[config.mk]
export PLATFORM = sky130hd
export DESIGN_NAME = multicycle_ctrl
export DESIGN_NICKNAME = d
export VERILOG_FILES = /design/src/rtl/acc_cpu_pkg.sv /design/src/rtl/mem_watchdog.sv /design/src/rtl/multicycle_ctrl.sv
export SDC_FILE = /design/constraint.sdc
export NUM_CORES = 1
export LEC_CHECK = 0
export ABC_AREA = 1
export ABC_CLOCK_PERIOD_IN_PS = 3700
export BUFFER_PORTS_ARGS = -buffer_cell sky130_fd_sc_hd__buf_2
export CORE_ASPECT_RATIO = 1.25
export CORE_MARGIN = 1
export CORE_UTILIZATION = 23
export DETAILED_ROUTE_END_ITERATION = 8
export GPL_TIMING_DRIVEN = 0
export PLACE_DENSITY = 0.4
export SLEW_MARGIN = 20
export SYNTH_ARGS = -nofsm -noshare
export SYNTH_HDL_FRONTEND = slang
export SYNTH_HIERARCHICAL = 1
export SYNTH_SLANG_ARGS = --single-unit
[constraint.sdc]
create_clock -name CLK -period 3.7 [get_ports CLK]
set_input_delay 0.37 -clock CLK [delete_from_list [all_inputs] [get_ports CLK]]
set_output_delay 0.37 -clock CLK [all_outputs]
set_load 0.01 [all_outputs]
[src/rtl/acc_cpu_pkg.sv]
// rtl/acc_cpu_pkg.sv - shared opcode, state and datapath select codes for the accumulator CPU
package acc_cpu_pkg;

  localparam logic [3:0] OP_ADD   = 4'h0;
  localparam logic [3:0] OP_SUB   = 4'h1;
  localparam logic [3:0] OP_AND   = 4'h2;
  localparam logic [3:0] OP_OR    = 4'h3;
  localparam logic [3:0] OP_LOAD  = 4'h4;
  localparam logic [3:0] OP_STORE = 4'h5;
  localparam logic [3:0] OP_ADDI  = 4'h6;
  localparam logic [3:0] OP_BEQ   = 4'h7;
  localparam logic [3:0] OP_BNE   = 4'h8;
  localparam logic [3:0] OP_J     = 4'h9;
  localparam logic [3:0] OP_JR    = 4'hA;
  localparam logic [3:0] OP_HALT  = 4'hF;

  localparam logic [1:0] PCSRC_ALU    = 2'b00;
  localparam logic [1:0] PCSRC_TARGET = 2'b01;
  localparam logic [1:0] PCSRC_ACC    = 2'b10;
  localparam logic [1:0] PCSRC_VECTOR = 2'b11;

  localparam logic [1:0] SRCB_CONST2 = 2'b00;
  localparam logic [1:0] SRCB_MEM    = 2'b01;
  localparam logic [1:0] SRCB_IMM    = 2'b10;

  localparam logic [2:0] ALU_ADD    = 3'b000;
  localparam logic [2:0] ALU_SUB    = 3'b001;
  localparam logic [2:0] ALU_AND    = 3'b010;
  localparam logic [2:0] ALU_OR     = 3'b011;
  localparam logic [2:0] ALU_PASS_A = 3'b100;

  typedef enum logic [3:0] {
    ST_FETCH  = 4'd0,
    ST_DECODE = 4'd1,
    ST_MEMRD  = 4'd2,
    ST_WB     = 4'd3,
    ST_MEMWR  = 4'd4,
    ST_EXIMM  = 4'd5,
    ST_BR     = 4'd6,
    ST_JMP    = 4'd7,
    ST_JR     = 4'd8,
    ST_HALT   = 4'd9,
    ST_FAULT  = 4'd10
  } state_e;

  function automatic logic [2:0] alu_op_of(logic [3:0] op);
    case (op)
      OP_SUB:  return ALU_SUB;
      OP_AND:  return ALU_AND;
      OP_OR:   return ALU_OR;
      default: return ALU_ADD;
    endcase
  endfunction

endpackage

[src/rtl/mem_watchdog.sv]
// rtl/mem_watchdog.sv - wait-cycle counter that flags a memory access stuck past TIMEOUT_CYCLES
module mem_watchdog #(
  parameter int TIMEOUT_CYCLES = 64
) (
  input  logic clk_i,
  input  logic rstn_i,
  input  logic waiting_i,
  input  logic ready_i,
  output logic timeout_o
);

  localparam int CW = (TIMEOUT_CYCLES > 2) ? $clog2(TIMEOUT_CYCLES) : 1;
  localparam logic [CW-1:0] LAST = CW'(TIMEOUT_CYCLES - 1);

  logic [CW-1:0] cnt_q, cnt_d;

  // Ready on the last allowed cycle still completes the access.
  assign timeout_o = waiting_i && !ready_i && (cnt_q == LAST);

  always_comb begin
    cnt_d = '0;
    if (waiting_i && !ready_i && !timeout_o) begin
      cnt_d = cnt_q + 1'b1;
    end
  end

  always_ff @(posedge clk_i) begin
    if (!rstn_i) begin
      cnt_q <= '0;
    end else begin
      cnt_q <= cnt_d;
    end
  end

endmodule

[src/rtl/multicycle_ctrl.sv]
// rtl/multicycle_ctrl.sv - multicycle control FSM for the 16-bit accumulator CPU
module multicycle_ctrl
  import acc_cpu_pkg::*;
#(
  parameter int TIMEOUT_CYCLES = 64
) (
  input  logic       CLK,
  input  logic       reset,
  input  logic [3:0] opcode,
  input  logic       mem_ready,
  output logic       PCWrite,
  output logic       Branch,
  output logic       bneOrbeq,
  output logic [1:0] PCSrc,
  output logic       IRWrite,
  output logic       IorD,
  output logic       MemRead,
  output logic       MemWrite,
  output logic       ACCWrite,
  output logic       ACCSrc,
  output logic       ALUSrcA,
  output logic [1:0] ALUSrcB,
  output logic [2:0] ALUOp,
  output logic       halted,
  output logic       fault
);

  state_e state_q, state_d;
  logic   fault_q, fault_d;
  logic   waiting, timeout;

  assign waiting = (state_q == ST_FETCH) || (state_q == ST_MEMRD) || (state_q == ST_MEMWR);
  assign fault   = fault_q;

  mem_watchdog #(.TIMEOUT_CYCLES(TIMEOUT_CYCLES)) u_watchdog (
    .clk_i    (CLK),
    .rstn_i   (reset),
    .waiting_i(waiting),
    .ready_i  (mem_ready),
    .timeout_o(timeout)
  );

  always_ff @(posedge CLK) begin
    if (!reset) begin
      state_q <= ST_FETCH;
      fault_q <= 1'b0;
    end else begin
      state_q <= state_d;
      fault_q <= fault_d;
    end
  end

  // Outputs stay low whenever reset is held, whatever state the register still holds.
  always_comb begin
    state_d  = state_q;
    fault_d  = fault_q;
    PCWrite  = 1'b0;
    Branch   = 1'b0;
    bneOrbeq = 1'b0;
    PCSrc    = PCSRC_ALU;
    IRWrite  = 1'b0;
    IorD     = 1'b0;
    MemRead  = 1'b0;
    MemWrite = 1'b0;
    ACCWrite = 1'b0;
    ACCSrc   = 1'b0;
    ALUSrcA  = 1'b0;
    ALUSrcB  = SRCB_CONST2;
    ALUOp    = ALU_ADD;
    halted   = 1'b0;
    if (reset) begin
      case (state_q)
        ST_FETCH: begin
          MemRead = 1'b1;
          if (mem_ready) begin
            IRWrite = 1'b1;
            PCWrite = 1'b1;
            state_d = ST_DECODE;
          end else if (timeout) begin
            state_d = ST_FAULT;
            fault_d = 1'b1;
          end
        end
        ST_DECODE: begin
          case (opcode)
            OP_ADD, OP_SUB, OP_AND, OP_OR, OP_LOAD: state_d = ST_MEMRD;
            OP_STORE:       state_d = ST_MEMWR;
            OP_ADDI:        state_d = ST_EXIMM;
            OP_BEQ, OP_BNE: state_d = ST_BR;
            OP_J:           state_d = ST_JMP;
            OP_JR:          state_d = ST_JR;
            OP_HALT:        state_d = ST_HALT;
            default: begin
              state_d = ST_FETCH;
              fault_d = 1'b1;
            end
          endcase
        end
        ST_MEMRD: begin
          MemRead = 1'b1;
          IorD    = 1'b1;
          if (mem_ready) begin
            state_d = ST_WB;
          end else if (timeout) begin
            state_d = ST_FAULT;
            fault_d = 1'b1;
          end
        end
        ST_WB: begin
          ACCWrite = 1'b1;
          if (opcode == OP_LOAD) begin
            ACCSrc = 1'b1;
          end else begin
            ALUSrcA = 1'b1;
            ALUSrcB = SRCB_MEM;
            ALUOp   = alu_op_of(opcode);
          end
          state_d = ST_FETCH;
        end
        ST_MEMWR: begin
          MemWrite = 1'b1;
          IorD     = 1'b1;
          if (mem_ready) begin
            state_d = ST_FETCH;
          end else if (timeout) begin
            state_d = ST_FAULT;
            fault_d = 1'b1;
          end
        end
        ST_EXIMM: begin
          ACCWrite = 1'b1;
          ALUSrcA  = 1'b1;
          ALUSrcB  = SRCB_IMM;
          state_d  = ST_FETCH;
        end
        ST_BR: begin
          ALUSrcA  = 1'b1;
          ALUOp    = ALU_PASS_A;
          Branch   = 1'b1;
          PCSrc    = PCSRC_TARGET;
          bneOrbeq = (opcode == OP_BEQ);
          state_d  = ST_FETCH;
        end
        ST_JMP: begin
          PCWrite = 1'b1;
          PCSrc   = PCSRC_TARGET;
          state_d = ST_FETCH;
        end
        ST_JR: begin
          PCWrite = 1'b1;
          PCSrc   = PCSRC_ACC;
          state_d = ST_FETCH;
        end
        ST_HALT: begin
          halted = 1'b1;
        end
        ST_FAULT: begin
          PCWrite = 1'b1;
          PCSrc   = PCSRC_VECTOR;
          state_d = ST_FETCH;
        end
        default: state_d = ST_FETCH;
      endcase
    end
  end

endmodule

==> results.yml, run 1 <==
clocking:
  cts_tree: "done"
  cts_max_level: 1
  post_cts_resize_count: 0
  clock-sinks: 11
  cts_setup_buffers: 0
  clkLatencyLatePin_ns: 0.23
  cts_max_path_buffers: 2
  clk_pin_slew_ns: 0.05
  root_buffer: "clkbuf_8"
  cts_hold_buf: 0
  numCtsBuffers: 3
synth:
  synth.area.top_cells: "dfxtp_1, nand2_1, nor2_1"
  synth_cells: 148
  synth_top_area_share: 0.257
  yosys.area.top_type: "dfxtp_1"
  syn_nets: 156
  synth_seq_cells: 11
  ys_types: 28
  synthArstFlopShare: 0
  synth_warnings: 6
  synth_area_per_cell_um2: 5.80
  synth_ff_type: "dfxtp_1"
  synth_edf_count: 0
  syn-cell-area_um2: 858
  ys_seq_area_frac: 0.257
power_and_ir_drop:
  vdd_ir_drop_max_mv: 0.200
  p_per_area_mw_per_mm2: 314
  total_leakage_power_nw: 0.539
die:
  start_util: 0.244
  core_area_mm2: 0.00351
  num_rows: 24
  die_w_um: 56.6
  num_io_pins: 26
  dieArea_mm2: 0.00398
  die_y_um: 70.3
setup_path:
  crit_path_start_kind: "register"
  endpoint_kind: "output port"
  worstReg2RegEnd: "state_q[0]$_SDFFE_PN0P_"
  crit_arrival_ns: 1.51
  rrSetupSlack_ns: 2.01
  path_cells: "inv_2 -> nor3_2 -> nand2_1 -> nor3b_1 -> buf_2"
  critPathSlowestCell: "dfxtp_1"
  crit_buf_inv: 2
  max_stage_delay_ns: 0.44
  r2r.worst_path.cells: 12
  critical_path_required_ns: 3.33
  critPathMaxFanout: 5
  critPathTopFamily: "simple AND/OR/NAND/NOR gates"
  r2r_start: "state_q[0]$_SDFFE_PN0P_"
  worstSetupPathType: "reg -> out"
detailed_routing:
  vias_per_cell: 4.55
  vias: 982
  routedWlPerCell_um: 10.4
  route.detailed.drc: 0
  drt_iter0_markers: 13
  drt-total-wl_um: 2250
  first_pass_iters: 3
  route.antenna.remaining_nets: 0
min_path:
  holdCritPathClass: "in -> reg"
  holdPathEnd: "state_q[0]$_SDFFE_PN0P_"
  hold_start: "reset"
  holdPathStages: 3
place:
  place_hpwl_um: 1870
  portBuffers: 25
  gp_congestion: 0.809
  dpl_cell_area_mm2: 0.00103
  place_ws_ns: 1.87
cells_and_area:
  fin_area_mm2: 0.00108
  nFillCells: 412
  area_growth_pct: 25.5
  n_antenna_cell: 0
  final_cell_mix: "nand2_1, nor2_1, buf_2"
  layout_commonest_cell: "nand2_1"
  fin_nets: 186
  layout-drive-gt1-share: 0.237
sta:
  hold_violations: 0
  slew_viol_final: 0
  worst_slack_ns: 1.82
  setup_viol: 0
  rsz0062_at_grt: "no"
  tightest_slew_ns: 0.438
  fmax_ghz: 0.532
  slew_headroom: 0.708
  final.setup.tns_ns: 0
  period_needed_ns: 1.88
  skew_ns: 0.00111
  finalCritPeriodShare: 0.508
job:
  maxCapViolCount: 0
global_routing:
  grtUsageTotal: 0.116
  grt_pass1_wl_um: 3760
  antenna_found_initial: 0
  grt_pass1_vias: 965
  grt_max_degree: 11
  grt_overflow: 0
run_status:
  status: "finished clean"
[worst max-delay path by stage]
stage | startpoint | to | slack (ns) | cells after the start
global route | state_q[0]$_SDFFE_PN0P_ | ALUOp[0] | 1.67 | 5
floorplan | state_q[0]$_SDFFE_PN0P_ | ALUOp[0] | 2.25 | 4
finish | state_q[0]$_SDFFE_PN0P_ | ALUOp[0] | 1.82 | 5
CTS | state_q[0]$_SDFFE_PN0P_ | ALUOp[0] | 1.84 | 5
global placement | reset | PCSrc[0] | 1.89 | 5
detailed placement | reset | PCSrc[0] | 1.87 | 5
[worst register-to-register path, stage by stage (launching register included)]
cell and delay (ns):
dfxtp_1 0.36, nor2_1 0.24, nand2_2 0.13, nand2_2 0.12, nand2_1 0.08, nor2_1 0.13
inv_1 0.07, nand2_1 0.12, nand2_1 0.07, o211ai_1 0.08, nand3_1 0.08, nand2_1 0.07
inv_1 0.03
[per-layer routing]
| layer | share of wire | global-route usage | vias up |
|---|---|---|---|
| met2 | 0.51 | 0.220 | 24 |
| met5 | 0 | 0 | - |
| met1 | 0.43 | 0.124 | 425 |
| met4 | 0.018 | 0.0461 | 0 |
| met3 | 0.042 | 0.0204 | 6 |
| li1 | - | - | 527 |
[stage by stage]
stage | hold slack, ns | std cells | power (mW) | util
after detailed placement | 0.447 | 212 | 0.224 | 0.294
after global routing | 0.454 | 216 | 0.365 | 0.307
after floorplan | 0.430 | 148 | 0.196 | -
after CTS | 0.444 | 216 | 0.345 | 0.307
final | 0.445 | 216 | 0.339 | 0.307
after global placement | 0.446 | 212 | 0.224 | 0.294
[cell families after synthesis]
family	after synthesis	share of synthesized area
DFF	11	0.257
buffers and inverters	27	0.118
and+or+nand+nor	89	0.468
adders and majority gates	1	0.0146
AOI/OAI and AO/OA	18	0.122
xor gates and xnor gates	2	0.0204
[sequential cells by signal (all words and copies together) (netlist names)]
signal / count
state_q: 4
fault: 1
u_watchdog/cnt_q: 6
[final cells by class]
class | instances | area [um^2] | area share
Clock buffer | 4 | 45.0 | 0.0418
Timing Repair Buffer | 25 | 125 | 0.116
Tap cell | 39 | 48.8 | 0.0453
Buffer | 1 | 3.75 | 0.00348
Multi-Input combinational cell | 110 | 537 | 0.498
Sequential cell | 11 | 220 | 0.204
Inverter | 26 | 97.6 | 0.0906
[report_power, final]
| part | switching [mW] | total, mW | internal [mW] |
|---|---|---|---|
| logic | 0.0575 | 0.0874 | 0.0298 |
| registers | 0.00808 | 0.133 | 0.125 |
| clock network | 0.0425 | 0.118 | 0.0754 |
[Yosys cell counts (all sizes together), types with 2 or more instances]
cell type / instances
nand2: 41
nor2: 31
inv: 25
dfxtp: 11
nand3: 11
a21oi: 6
o21ai: 5
nor3: 3
o211ai: 2
o31ai: 2
Power figures use the tool's default switching activity.
==> inputs of run 2 (changes only) <==
ABC_CLOCK_PERIOD_IN_PS = 1700   (was 3700)
PLACE_DENSITY = 0.42   (was 0.4)
clock period = 1.7 ns   (was 3.7 ns; I/O delays follow)
==> results.yml, run 2 (synthesis results as in run 1) <==
cells_and_area:
  multi_input_area_um2: 557
  final_cell_mix: "nand2_1, nor2_1, buf_2"
  layout_commonest_cell: "nand2_1"
  fin_nets: 187
  regMostFlops: "u_watchdog/cnt_q"
  nFillCells: 413
  area_growth_pct: 29.0
  n_antenna_cell: 0
  layout-drive-gt1-share: 0.281
  regArea_um2: 223
  largest_register_ffs: 6
sta:
  hold_violations: 0
  fmax_ghz: 0.639
  skew_ns: 0.000868
  slew_headroom: 0.737
  slew_viol_final: 0
  period_needed_ns: 1.56
  tightest_slew_ns: 0.394
  worst_slack_ns: 0.135
  setup_viol: 0
  finalCritPeriodShare: 0.920
die:
  die_y_um: 70.3
  dieArea_mm2: 0.00398
  core_area_mm2: 0.00351
  num_io_pins: 26
  num_rows: 24
  die_w_um: 56.6
  start_util: 0.244
setup_path:
  crit_buf_inv: 5
  critPathTopFamily: "buffers and inverters"
  critical_path_required_ns: 1.53
  endpoint_kind: "output port"
  worstSetupPathType: "reg -> out"
  cpMostUsedCell: "inv_1"
  critPathMaxFanout: 4
  path_cells: "inv_2 -> nor2_4 -> buf_4 -> inv_1 -> nor2_1 -> inv_1 -> a31oi_1 -> buf_2"
  crit_arrival_ns: 1.39
  critPathSlowestCell: "dfxtp_2"
  crit_path_start_kind: "register"
  max_stage_delay_ns: 0.36
global_routing:
  grt_overflow: 0
  grt_pass1_vias: 977
  grt_pass1_wl_um: 4020
  grt_max_degree: 11
  grtUsageTotal: 0.125
  antenna_found_initial: 0
detailed_routing:
  vias_per_cell: 4.71
  first_pass_iters: 4
  vias: 1021
  drt_iter0_markers: 27
  wl_met1_um: 919
  met3_length_um: 137
  top_layer_used: "met4"
  dr_wl_met2_um: 1150
  routedWlPerCell_um: 10.5
  route.detailed.drc: 0
  route.antenna.remaining_nets: 0
  drt-total-wl_um: 2270
min_path:
  holdCritPathClass: "in -> reg"
place:
  portBuffers: 25
  place_hpwl_um: 1890
  place_ws_ns: 0.0483
  gp_congestion: 0.814
clocking:
  clkLatencyLatePin_ns: 0.24
  root_buffer: "clkbuf_8"
  numCtsBuffers: 3
  cts_tree: "done"
  cts_max_path_buffers: 2
  clk_pin_slew_ns: 0.05
  clock-sinks: 11
  cts_max_level: 1
power_and_ir_drop:
  vdd_ir_drop_max_mv: 0.545
  p_per_area_mw_per_mm2: 679
  total_leakage_power_nw: 0.548
  total_power_uw: 752
run_status:
  status: "finished clean"
job:
  maxCapViolCount: 0
run 2: final timing paths:
kind                            slack, ns  depth (start not counted)                    start                 endpoint
worst min register to register       0.45                          2       fault$_SDFFE_PN0P_       fault$_SDFFE_PN0P_
worst min-delay path                 0.24                          3                    reset  state_q[0]$_SDFFE_PN0P_
worst max-delay path                 0.14                          8  state_q[2]$_SDFFE_PN0P_                  ALUSrcA
worst max register to register       0.14                         13  state_q[2]$_SDFFE_PN0P_  state_q[0]$_SDFFE_PN0P_
run 2: layout make-up:
type | count | area share
inverters | 26 | 0.0881
multi-input cells | 110 | 0.503
flip-flops and latches | 11 | 0.201
plain buffers | 1 | 0.00339
repair buffers | 26 | 0.120
clock buffers | 4 | 0.0407
well taps | 39 | 0.0441
run 2: where the power goes:
group	internal [mW]	switching, mW	total [mW]
combinational	0.0698	0.130	0.199
sequential	0.274	0.0182	0.292
clock	0.164	0.0960	0.260
total	0.508	0.244	0.752
run 2: worst reg2reg max path: cells and delay by family, from the launching register on:
family,cells,cell delay [ns]
AO/OA/AOI/OAI,1,0.08
flip-flops,1,0.36
AND/OR/NAND/NOR,9,0.84
buffers and inverters,3,0.17
run 2: what timing repair did:
item                       4_1_cts  5_1_grt
setup buffers                    0        1
setup endpoints to repair        0        6
gates resized for setup          0        8
hold buffers                     0        0
run 2: metal layers:
layer | vias to the layer above | global-route usage
met2 | 34 | 0.230
met1 | 453 | 0.137
met4 | 0 | 0.0650
li1 | 526 | -
met3 | 8 | 0.0148
met5 | - | 0
run 2: per-stage QoR:
step           area (um^2)  TNS [ns]  utilization  hold WS [ns]  instances
2_1_floorplan          858         0            -         0.268        148
3_3_place_gp          1030         0        0.294         0.439        212
3_5_place_dp          1030         0        0.294         0.445        212
4_1_cts               1080         0        0.307         0.233        216
5_1_grt               1110  -0.00300        0.315         0.240        217
6_report              1110         0        0.315         0.240        217
